File: config.mk
export PLATFORM = sky130hd
export DESIGN_NAME = addsub_pipe_flat
export DESIGN_NICKNAME = d
export VERILOG_FILES = /design/src/rtl/addsub_pkg.sv /design/src/rtl/addsub_if.sv /design/src/rtl/addsub_chunk.sv /design/src/rtl/addsub_pipe.sv /design/src/flat_wrapper.sv
export SDC_FILE = /design/constraint.sdc
export NUM_CORES = 1
export LEC_CHECK = 0
export ABC_AREA = 1
export ABC_CLOCK_PERIOD_IN_PS = 3900
export CAP_MARGIN = 20
export CORE_MARGIN = 5
export CORE_UTILIZATION = 54
export CTS_BUF_LIST = sky130_fd_sc_hd__clkbuf_8
export CTS_CLUSTER_DIAMETER = 50
export DETAILED_ROUTE_END_ITERATION = 6
export PLACE_DENSITY = 0.89
export SYNTH_ARGS = -nofsm -noshare
export SYNTH_HDL_FRONTEND = slang
export SYNTH_SLANG_ARGS = --single-unit
export TNS_END_PERCENT = 50
File: constraint.sdc
create_clock -name clk -period 3.9 [get_ports clk]
set_input_delay 0.78 -clock clk [delete_from_list [all_inputs] [get_ports clk]]
set_output_delay 0.78 -clock clk [all_outputs]
set_load 0.02 [all_outputs]
File: src/rtl/addsub_pkg.sv
// addsub_pkg: shared width default and NZCV flag record for the pipelined adder/subtractor
package addsub_pkg;
  localparam int WIDTH_DEFAULT = 64;
  typedef struct packed {
    logic n;
    logic z;
    logic c;
    logic v;
  } nzcv_t;
endpackage

File: src/rtl/addsub_if.sv
// addsub_if: operand-side and result-side valid/ready handshake of addsub_pipe
interface addsub_if #(parameter int WIDTH = addsub_pkg::WIDTH_DEFAULT);
  logic             in_valid;
  logic             in_ready;
  logic [WIDTH-1:0] a;
  logic [WIDTH-1:0] b;
  logic             sub;
  logic             out_valid;
  logic             out_ready;
  logic [WIDTH-1:0] result;
  logic             flag_n;
  logic             flag_z;
  logic             flag_c;
  logic             flag_v;
  modport master (
    output in_valid, a, b, sub, out_ready,
    input  in_ready, out_valid, result, flag_n, flag_z, flag_c, flag_v
  );
  modport slave (
    input  in_valid, a, b, sub, out_ready,
    output in_ready, out_valid, result, flag_n, flag_z, flag_c, flag_v
  );
endinterface

File: src/rtl/addsub_chunk.sv
// addsub_chunk: combinational N-bit adder with carry in and carry out
module addsub_chunk #(
  parameter int N = 32
) (
  input  logic [N-1:0] a,
  input  logic [N-1:0] b,
  input  logic         cin,
  output logic [N-1:0] s,
  output logic         cout
);
  assign {cout, s} = {1'b0, a} + {1'b0, b} + {{N{1'b0}}, cin};
endmodule

File: src/rtl/addsub_pipe.sv
// addsub_pipe: two-stage add/sub, low half in stage 1, high half plus NZCV in stage 2
module addsub_pipe
  import addsub_pkg::*;
#(
  parameter int WIDTH = WIDTH_DEFAULT,
  parameter int SPLIT = 32
) (
  input logic     clk,
  input logic     rst_n,
  addsub_if.slave io
);
  localparam int H = WIDTH - SPLIT;
  logic             s1_valid, s2_valid, s1_adv, s2_adv;
  logic [WIDTH-1:0] bx, res_q;
  logic [SPLIT-1:0] lo_sum, lo_q;
  logic             c_mid, c_mid_q, c_hi;
  logic [H-1:0]     a_hi_q, bx_hi_q, hi_sum;
  nzcv_t            flags_d, flags_q;
  assign bx     = io.sub ? ~io.b : io.b;
  assign s2_adv = !s2_valid || io.out_ready;
  assign s1_adv = !s1_valid || s2_adv;
  addsub_chunk #(.N(SPLIT)) u_lo (
    .a(io.a[SPLIT-1:0]), .b(bx[SPLIT-1:0]), .cin(io.sub), .s(lo_sum), .cout(c_mid)
  );
  addsub_chunk #(.N(H)) u_hi (
    .a(a_hi_q), .b(bx_hi_q), .cin(c_mid_q), .s(hi_sum), .cout(c_hi)
  );
  always_comb begin
    flags_d.n = hi_sum[H-1];
    flags_d.z = ({hi_sum, lo_q} == '0);
    flags_d.c = c_hi;
    flags_d.v = (a_hi_q[H-1] == bx_hi_q[H-1]) && (hi_sum[H-1] != a_hi_q[H-1]);
  end
  // stage-1 data is qualified by s1_valid, so it needs no reset
  always_ff @(posedge clk)
    if (io.in_valid && s1_adv) begin
      lo_q    <= lo_sum;
      c_mid_q <= c_mid;
      a_hi_q  <= io.a[WIDTH-1:SPLIT];
      bx_hi_q <= bx[WIDTH-1:SPLIT];
    end
  always_ff @(posedge clk or negedge rst_n)
    if (!rst_n) begin
      s1_valid <= 1'b0;
      s2_valid <= 1'b0;
      res_q    <= '0;
      flags_q  <= '0;
    end else begin
      if (s1_adv) s1_valid <= io.in_valid;
      if (s2_adv) s2_valid <= s1_valid;
      if (s1_valid && s2_adv) begin
        res_q   <= {hi_sum, lo_q};
        flags_q <= flags_d;
      end
    end
  assign io.in_ready  = s1_adv;
  assign io.out_valid = s2_valid;
  assign io.result    = res_q;
  assign io.flag_n    = flags_q.n;
  assign io.flag_z    = flags_q.z;
  assign io.flag_c    = flags_q.c;
  assign io.flag_v    = flags_q.v;
endmodule

File: src/flat_wrapper.sv
// flat-port wrapper written by rule: the top's interface ports become plain ports
module addsub_pipe_flat import addsub_pkg::*;
#(
  parameter int WIDTH = WIDTH_DEFAULT,
  parameter int SPLIT = 32
)
  (clk, rst_n, io_in_valid, io_a, io_b, io_sub, io_out_ready, io_in_ready, io_out_valid, io_result, io_flag_n, io_flag_z, io_flag_c, io_flag_v);
  addsub_if #(.WIDTH(WIDTH)) io_i ();
  input logic clk;
  input logic rst_n;
  input wire logic [$bits(io_i.in_valid)-1:0] io_in_valid;
  input wire logic [$bits(io_i.a)-1:0] io_a;
  input wire logic [$bits(io_i.b)-1:0] io_b;
  input wire logic [$bits(io_i.sub)-1:0] io_sub;
  input wire logic [$bits(io_i.out_ready)-1:0] io_out_ready;
  output wire logic [$bits(io_i.in_ready)-1:0] io_in_ready;
  output wire logic [$bits(io_i.out_valid)-1:0] io_out_valid;
  output wire logic [$bits(io_i.result)-1:0] io_result;
  output wire logic [$bits(io_i.flag_n)-1:0] io_flag_n;
  output wire logic [$bits(io_i.flag_z)-1:0] io_flag_z;
  output wire logic [$bits(io_i.flag_c)-1:0] io_flag_c;
  output wire logic [$bits(io_i.flag_v)-1:0] io_flag_v;
  assign io_i.in_valid = io_in_valid;
  assign io_i.a = io_a;
  assign io_i.b = io_b;
  assign io_i.sub = io_sub;
  assign io_i.out_ready = io_out_ready;
  assign io_in_ready = io_i.in_ready;
  assign io_out_valid = io_i.out_valid;
  assign io_result = io_i.result;
  assign io_flag_n = io_i.flag_n;
  assign io_flag_z = io_i.flag_z;
  assign io_flag_c = io_i.flag_c;
  assign io_flag_v = io_i.flag_v;
  addsub_pipe #(.WIDTH(WIDTH), .SPLIT(SPLIT)) u_core (.clk(clk), .rst_n(rst_n), .io(io_i));
endmodule
=== Word-level counts from Yosys, hierarchy flattened ===
Cells that the tools add are included.

* Register bits: 167
* Word-level logic and storage cells: 27

* Add/subtract/negate cells: 4
* Equal/unequal tests: 2
* Mux-type cells: 1
* Bitwise gates (word level): 1
* Reduce and logical (&&, ||, !) cells: 8

{| class="wikitable"
|+ Operator list
! kind !! count
|-
| $add A32 B32 Y33 || 2
|-
| $add A33 B1 Y33 || 2
|-
| $logic_not A64 Y1 || 1
|-
| $mux W64 || 1
|-
| $not A64 Y64 || 1
|-
| $logic_and A1 B1 Y1 || 3
|-
| $logic_not A1 Y1 || 2
|-
| $logic_or A1 B1 Y1 || 2
|-
| $eq A1 B1 Y1 || 1
|-
| $ne A1 B1 Y1 || 1
|}

=== Logic depth before layout (Yosys ltp) ===
* Depth in word-level cells: 4
* Gate-level depth with buffers: 17
* Mapped depth without buffers: 17

=== Hierarchy ===
A second synthesis with hierarchy kept.

* Cells, all modules: 1,525
* Area, all modules: 11,252.0 um2

{| class="wikitable"
|+ Modules (own cells, without submodules)
! module !! instances !! cells each !! area each (um2)
|-
| addsub_pipe || 1 || 518 || 6,409.9
|-
| addsub_chunk at u_core.u_lo || 1 || 502 || 2,448.6
|-
| addsub_chunk at u_core.u_hi || 1 || 505 || 2,393.5
|}

=== Worst setup path before layout ===
No wires, ideal clock.

* Path type: input -> register
* Start: in io_out_ready
* End: reg u_core.a_hi_q[0] (enable)
* Arrival: 3,035 ps
* Setup slack: 415 ps
* Stages: 4
* Buffers on the path: 0
* Cell sequence: inv_1 nand3_1 nand2_1 inv_1

* Cells in the longest elaborated chain, start to end: 3

{| class="wikitable"
|+ RTL lines
! what !! RTL line !! source
|-
| from (decl) || flat_wrapper.sv:15 || <nowiki>input wire logic [$bits(io_i.out_ready)-1:0] io_out_ready;</nowiki>
|-
| $logic_or A1 B1 Y1 || addsub_pipe.sv:20 || <nowiki>assign s2_adv = !s2_valid || io.out_ready;</nowiki>
|-
| $logic_or A1 B1 Y1 || addsub_pipe.sv:21 || <nowiki>assign s1_adv = !s1_valid || s2_adv;</nowiki>
|-
| net io_in_ready || flat_wrapper.sv:16 || <nowiki>output wire logic [$bits(io_i.in_ready)-1:0] io_in_ready;</nowiki>
|-
| $logic_and A1 B1 Y1 || addsub_pipe.sv:36 || <nowiki>if (io.in_valid && s1_adv) begin</nowiki>
|-
| to (signal assigned) || addsub_pipe.sv:39 || <nowiki>a_hi_q <= io.a[WIDTH-1:SPLIT];</nowiki>
|-
| to (decl) || addsub_pipe.sv:17 || <nowiki>logic [H-1:0] a_hi_q, bx_hi_q, hi_sum;</nowiki>
|}

The timed path passes the listed nets, and every way through them passes these cells.
A chain may end at the register's enable or synchronous reset.

=== Worst setup path after layout ===
* Start: reg u_core.c_mid_q
* End: reg u_core.flags_q, in the netlist u_core.io.flag_z

* Cells in the longest elaborated chain, start to end: 2

{| class="wikitable"
|+ RTL lines
! what !! RTL line !! source
|-
| from (decl) || addsub_pipe.sv:16 || <nowiki>logic c_mid, c_mid_q, c_hi;</nowiki>
|-
| from (signal assigned) || addsub_pipe.sv:38 || <nowiki>c_mid_q <= c_mid;</nowiki>
|-
| $add A33 B1 Y33 || addsub_chunk.sv:11 || <nowiki>assign {cout, s} = {1'b0, a} + {1'b0, b} + {{N{1'b0}}, cin};</nowiki>
|-
| $logic_not A64 Y1 || addsub_pipe.sv:30 || <nowiki>flags_d.z = ({hi_sum, lo_q} == '0);</nowiki>
|-
| to (signal assigned) || addsub_pipe.sv:53 || <nowiki>flags_q <= flags_d;</nowiki>
|-
| to (decl) || addsub_pipe.sv:18 || <nowiki>nzcv_t flags_d, flags_q;</nowiki>
|}

No other way between the ends.

==> impl_metrics.env <==
export IMPL_fp_dieW_um=149
export IMPL_drv_slew=0
export IMPL_fin_nets=1717
export IMPL_worst_pin_slew_ps=884
export IMPL_cts_htree_levels=4
export IMPL_syn_area_per_cell_um2=7.98
export IMPL_timing_rr_end="u_core.io.flag_z"
export IMPL_portBuffers=202
export IMPL_gp_congestion=0.986
export IMPL_p_comb_share_pct=40.1
export IMPL_hold_violations=0
export IMPL_crit_slowest_cell="fa_1"
export IMPL_cts_num_sinks=166
export IMPL_top_layer="met5"
export IMPL_yosysSeqAreaShare_pct=44.2
export IMPL_synth_top_area_share_pct=27.7
export IMPL_max_freq_mhz=307
export IMPL_ios=203
export IMPL_viasPerCell=5.08
export IMPL_grt_pass1_wl_um=44300
export IMPL_clock_path_buffers=2
export IMPL_rsz0062_at_grt="no"
export IMPL_power_density_nw_per_um2=460
export IMPL_wl_met1_um=11600
export IMPL_startpoint_type="register"
export IMPL_switchingPower_mw=2.31
export IMPL_cp_end_kind="register"
export IMPL_antenna_found_initial=1
export IMPL_finalCritPeriodShare_pct=83.4
export IMPL_clk_latency_ps=470
export IMPL_post_route_drc_count=0
export IMPL_initial_core_util_pct=54.5
export IMPL_firstDrtPassIters=5
export IMPL_finalPower_mw=6.06
export IMPL_rows=51
export IMPL_p_int_mw=3.75
export IMPL_cpPeakStageDelay_ps=520
export IMPL_hpwl_um=22900
export IMPL_min_period_ps=3250
export IMPL_clock_skew_final_ps=13.6
export IMPL_ys_ff_latch=166
export IMPL_yosys_top_cells_area="edfxtp_1 (28%), dfrtp_1 (16%), nand2_1 (15%)"
export IMPL_yosysWarnings=0
export IMPL_max_slew_margin_pct=41.0
export IMPL_pwr_share_clk_pct=19.3
export IMPL_cts_clk_slew_worst_paths_ps=100
export IMPL_critPathKind="register to register"
export IMPL_setup_viol=0
export IMPL_status="complete, no violations"
export IMPL_power_switching_share_pct=38.1
export IMPL_grt_overflow_total=0
export IMPL_cts_buffers=17
export IMPL_die_area_um2=22300
export IMPL_crit_arrival_ps=3660
export IMPL_netlist_instances=1316
export IMPL_wl_met3_um=1400
export IMPL_crit_path_start="u_core.c_mid_q"
export IMPL_seqPwrFrac_pct=40.6
export IMPL_hold_slack_ps=430
export IMPL_path_buf_inv=0
export IMPL_cts_tree="yes"
export IMPL_cp_max_fo=5
export IMPL_ant_nets=0
export IMPL_yosysTopAreaCell="edfxtp_1"
export IMPL_drive_above_1_share_pct=4.05
export IMPL_synth_distinct_cells=37
export IMPL_vias=9124
export IMPL_wl_met2_um=14300
export IMPL_crit_chain="fa_1, fa_1, nand3_1, nand2_2, nand2_1, nand2_1, nor2_1, nand4_1, nor3_1, nand3_1, nor2_1, nand3_1, nand2_1"
export IMPL_finalSetupTns_ps=0
export IMPL_critical_path_top_delay_family="simple AND/OR/NAND/NOR gates"
export IMPL_netlist_area_um2=10500
export IMPL_r2r_start="u_core.c_mid_q"
export IMPL_mappedNetlistNets=1514
export IMPL_core_um2=19300
export IMPL_ctsHoldBuffers=0
export IMPL_antennaDiodeCount=0
export IMPL_grt_max_degree=75
export IMPL_drt_iter0_drc=505
export IMPL_cp_data_required_time_ps=4300
export IMPL_clock_root_buffer="clkbuf_8"
export IMPL_syn2layout_area_growth_pct=25.5
export IMPL_post_drt_wl_per_cell_um=15.5
export IMPL_r2r_setup_slack_ps=650
export IMPL_min_path_type="input pin to async pin"
export IMPL_die_h_um=149
export IMPL_grt_util_all_layers_pct=25.3
export IMPL_vdd_drop_max_uv=206
export IMPL_wl_um=27900
export IMPL_grt_pass1_vias=9031
export IMPL_post_cts_buffers=0
export IMPL_p_leak_nw=6.26
export IMPL_ff2ff_path_depth=13
export IMPL_drv_cap=0
export IMPL_cts_resized=0
==> power by group through the flow <==
stage	clock [mW]	sequential (mW)	combinational [mW]
floorplan	0	2.74	1.14
global placement	0	2.49	2.38
detailed placement	0	2.49	2.42
CTS	1.18	2.46	2.43
global route	1.26	2.51	2.66
finish	1.17	2.46	2.43
==> layer usage <==
layer,vias up,global-route usage (%)
li1,4638,-
met1,4212,30.7
met2,228,46.4
met3,44,4.00
met4,2,7.23
met5,-,0
==> state kept, by name, indices dropped and copies added, names as in the netlist <==
name,count
u_core.io.out_valid,1
u_core.bx_hi_q,32
u_core.a_hi_q,32
u_core.io.flag_n,1
u_core.c_mid_q,1
u_core.s1_valid,1
u_core.io.flag_v,1
u_core.io.result,63
u_core.io.flag_c,1
u_core.io.flag_z,1
u_core.lo_q,32
==> how the worst max path moves through the flow <==
stage                                  end  cells past startpoint
after floorplan           u_core.a_hi_q[0]                      4
after CTS                 u_core.io.flag_z                     13
after global placement     u_core.lo_q[30]                     12
final                     u_core.io.flag_z                     13
after global routing      u_core.io.flag_z                     13
after detailed placement   u_core.lo_q[31]                     11
==> per-stage QoR <==
step	worst slack (ps)	util [%]	std cells	area, um^2
after detailed placement	542	66.4	1764	12800
final	646	68.4	1797	13200
after floorplan	415	-	1316	10500
after CTS	785	68.3	1796	13200
after global routing	568	68.4	1797	13200
after global placement	647	66.4	1764	12800
==> cell usage after synthesis <==
master    instances
nand3_1          58
or2_2             1
nor2_2            2
o21ai_2           1
o21bai_1          5
nor3_2            1
nor2_1          111
edfxtp_1         97
buf_1             2
o211ai_2          1
fa_1              3
a221oi_1          1
nand3b_1          5
nand2_1         429
inv_1           174
nor3_1           13
a21boi_0          1
nand3_2           1
and2_1            2
xnor2_1          12
dfrtp_1          69
o21a_1            3
nor4_1            1
buf_2             7
nand4_1          17
a21oi_2           1
o211ai_1          1
a31oi_1          18
a21oi_1          53
o21ai_0          46
xor2_1           83
a21o_1            7
inv_2             5
clkbuf_1         11
ha_1             62
buf_4             2
nand2_2          10
==> layout by cell type (no fill, tap or decap), types with 3 or more instances in the layout <==
| master | n |
|---|---|
| nor2_1 | 111 |
| clkinvlp_4 | 3 |
| edfxtp_1 | 97 |
| nand2_2 | 10 |
| clkbuf_8 | 18 |
| nand4_1 | 17 |
| a21o_1 | 7 |
| o21bai_1 | 5 |
| xnor2_1 | 12 |
| ha_1 | 62 |
| inv_2 | 6 |
| a31oi_1 | 18 |
| nand2_1 | 429 |
| o21a_1 | 3 |
| o21ai_0 | 46 |
| nand3b_1 | 5 |
| nand3_1 | 58 |
| dfrtp_1 | 69 |
| nor3_1 | 13 |
| inv_6 | 4 |
| inv_8 | 3 |
| a21oi_1 | 52 |
| fa_1 | 3 |
| buf_4 | 4 |
| xor2_1 | 83 |
| inv_1 | 173 |
| clkdlybuf4s50_1 | 200 |
==> kinds of logic after synthesis <==
| logic type | synth area share, % |
|---|---|
| adders and majority gates | 7.96 |
| buffers and inverters | 7.34 |
| and+or+nand+nor | 25.2 |
| AOI/OAI and AO/OA | 7.38 |
| xor gates and xnor gates | 7.93 |
| DFF | 44.2 |
==> final cells by class <==
| class | count | area, um^2 |
|---|---|---|
| inverter | 179 | 673 |
| tap | 265 | 332 |
| clock buffer | 18 | 248 |
| timing repair buffer | 206 | 2070 |
| clock inverter | 14 | 114 |
| multi-input combinational | 949 | 5100 |
| sequential | 166 | 4640 |
| fill | 1617 | 6090 |
(Power assumes the default switching activity.)
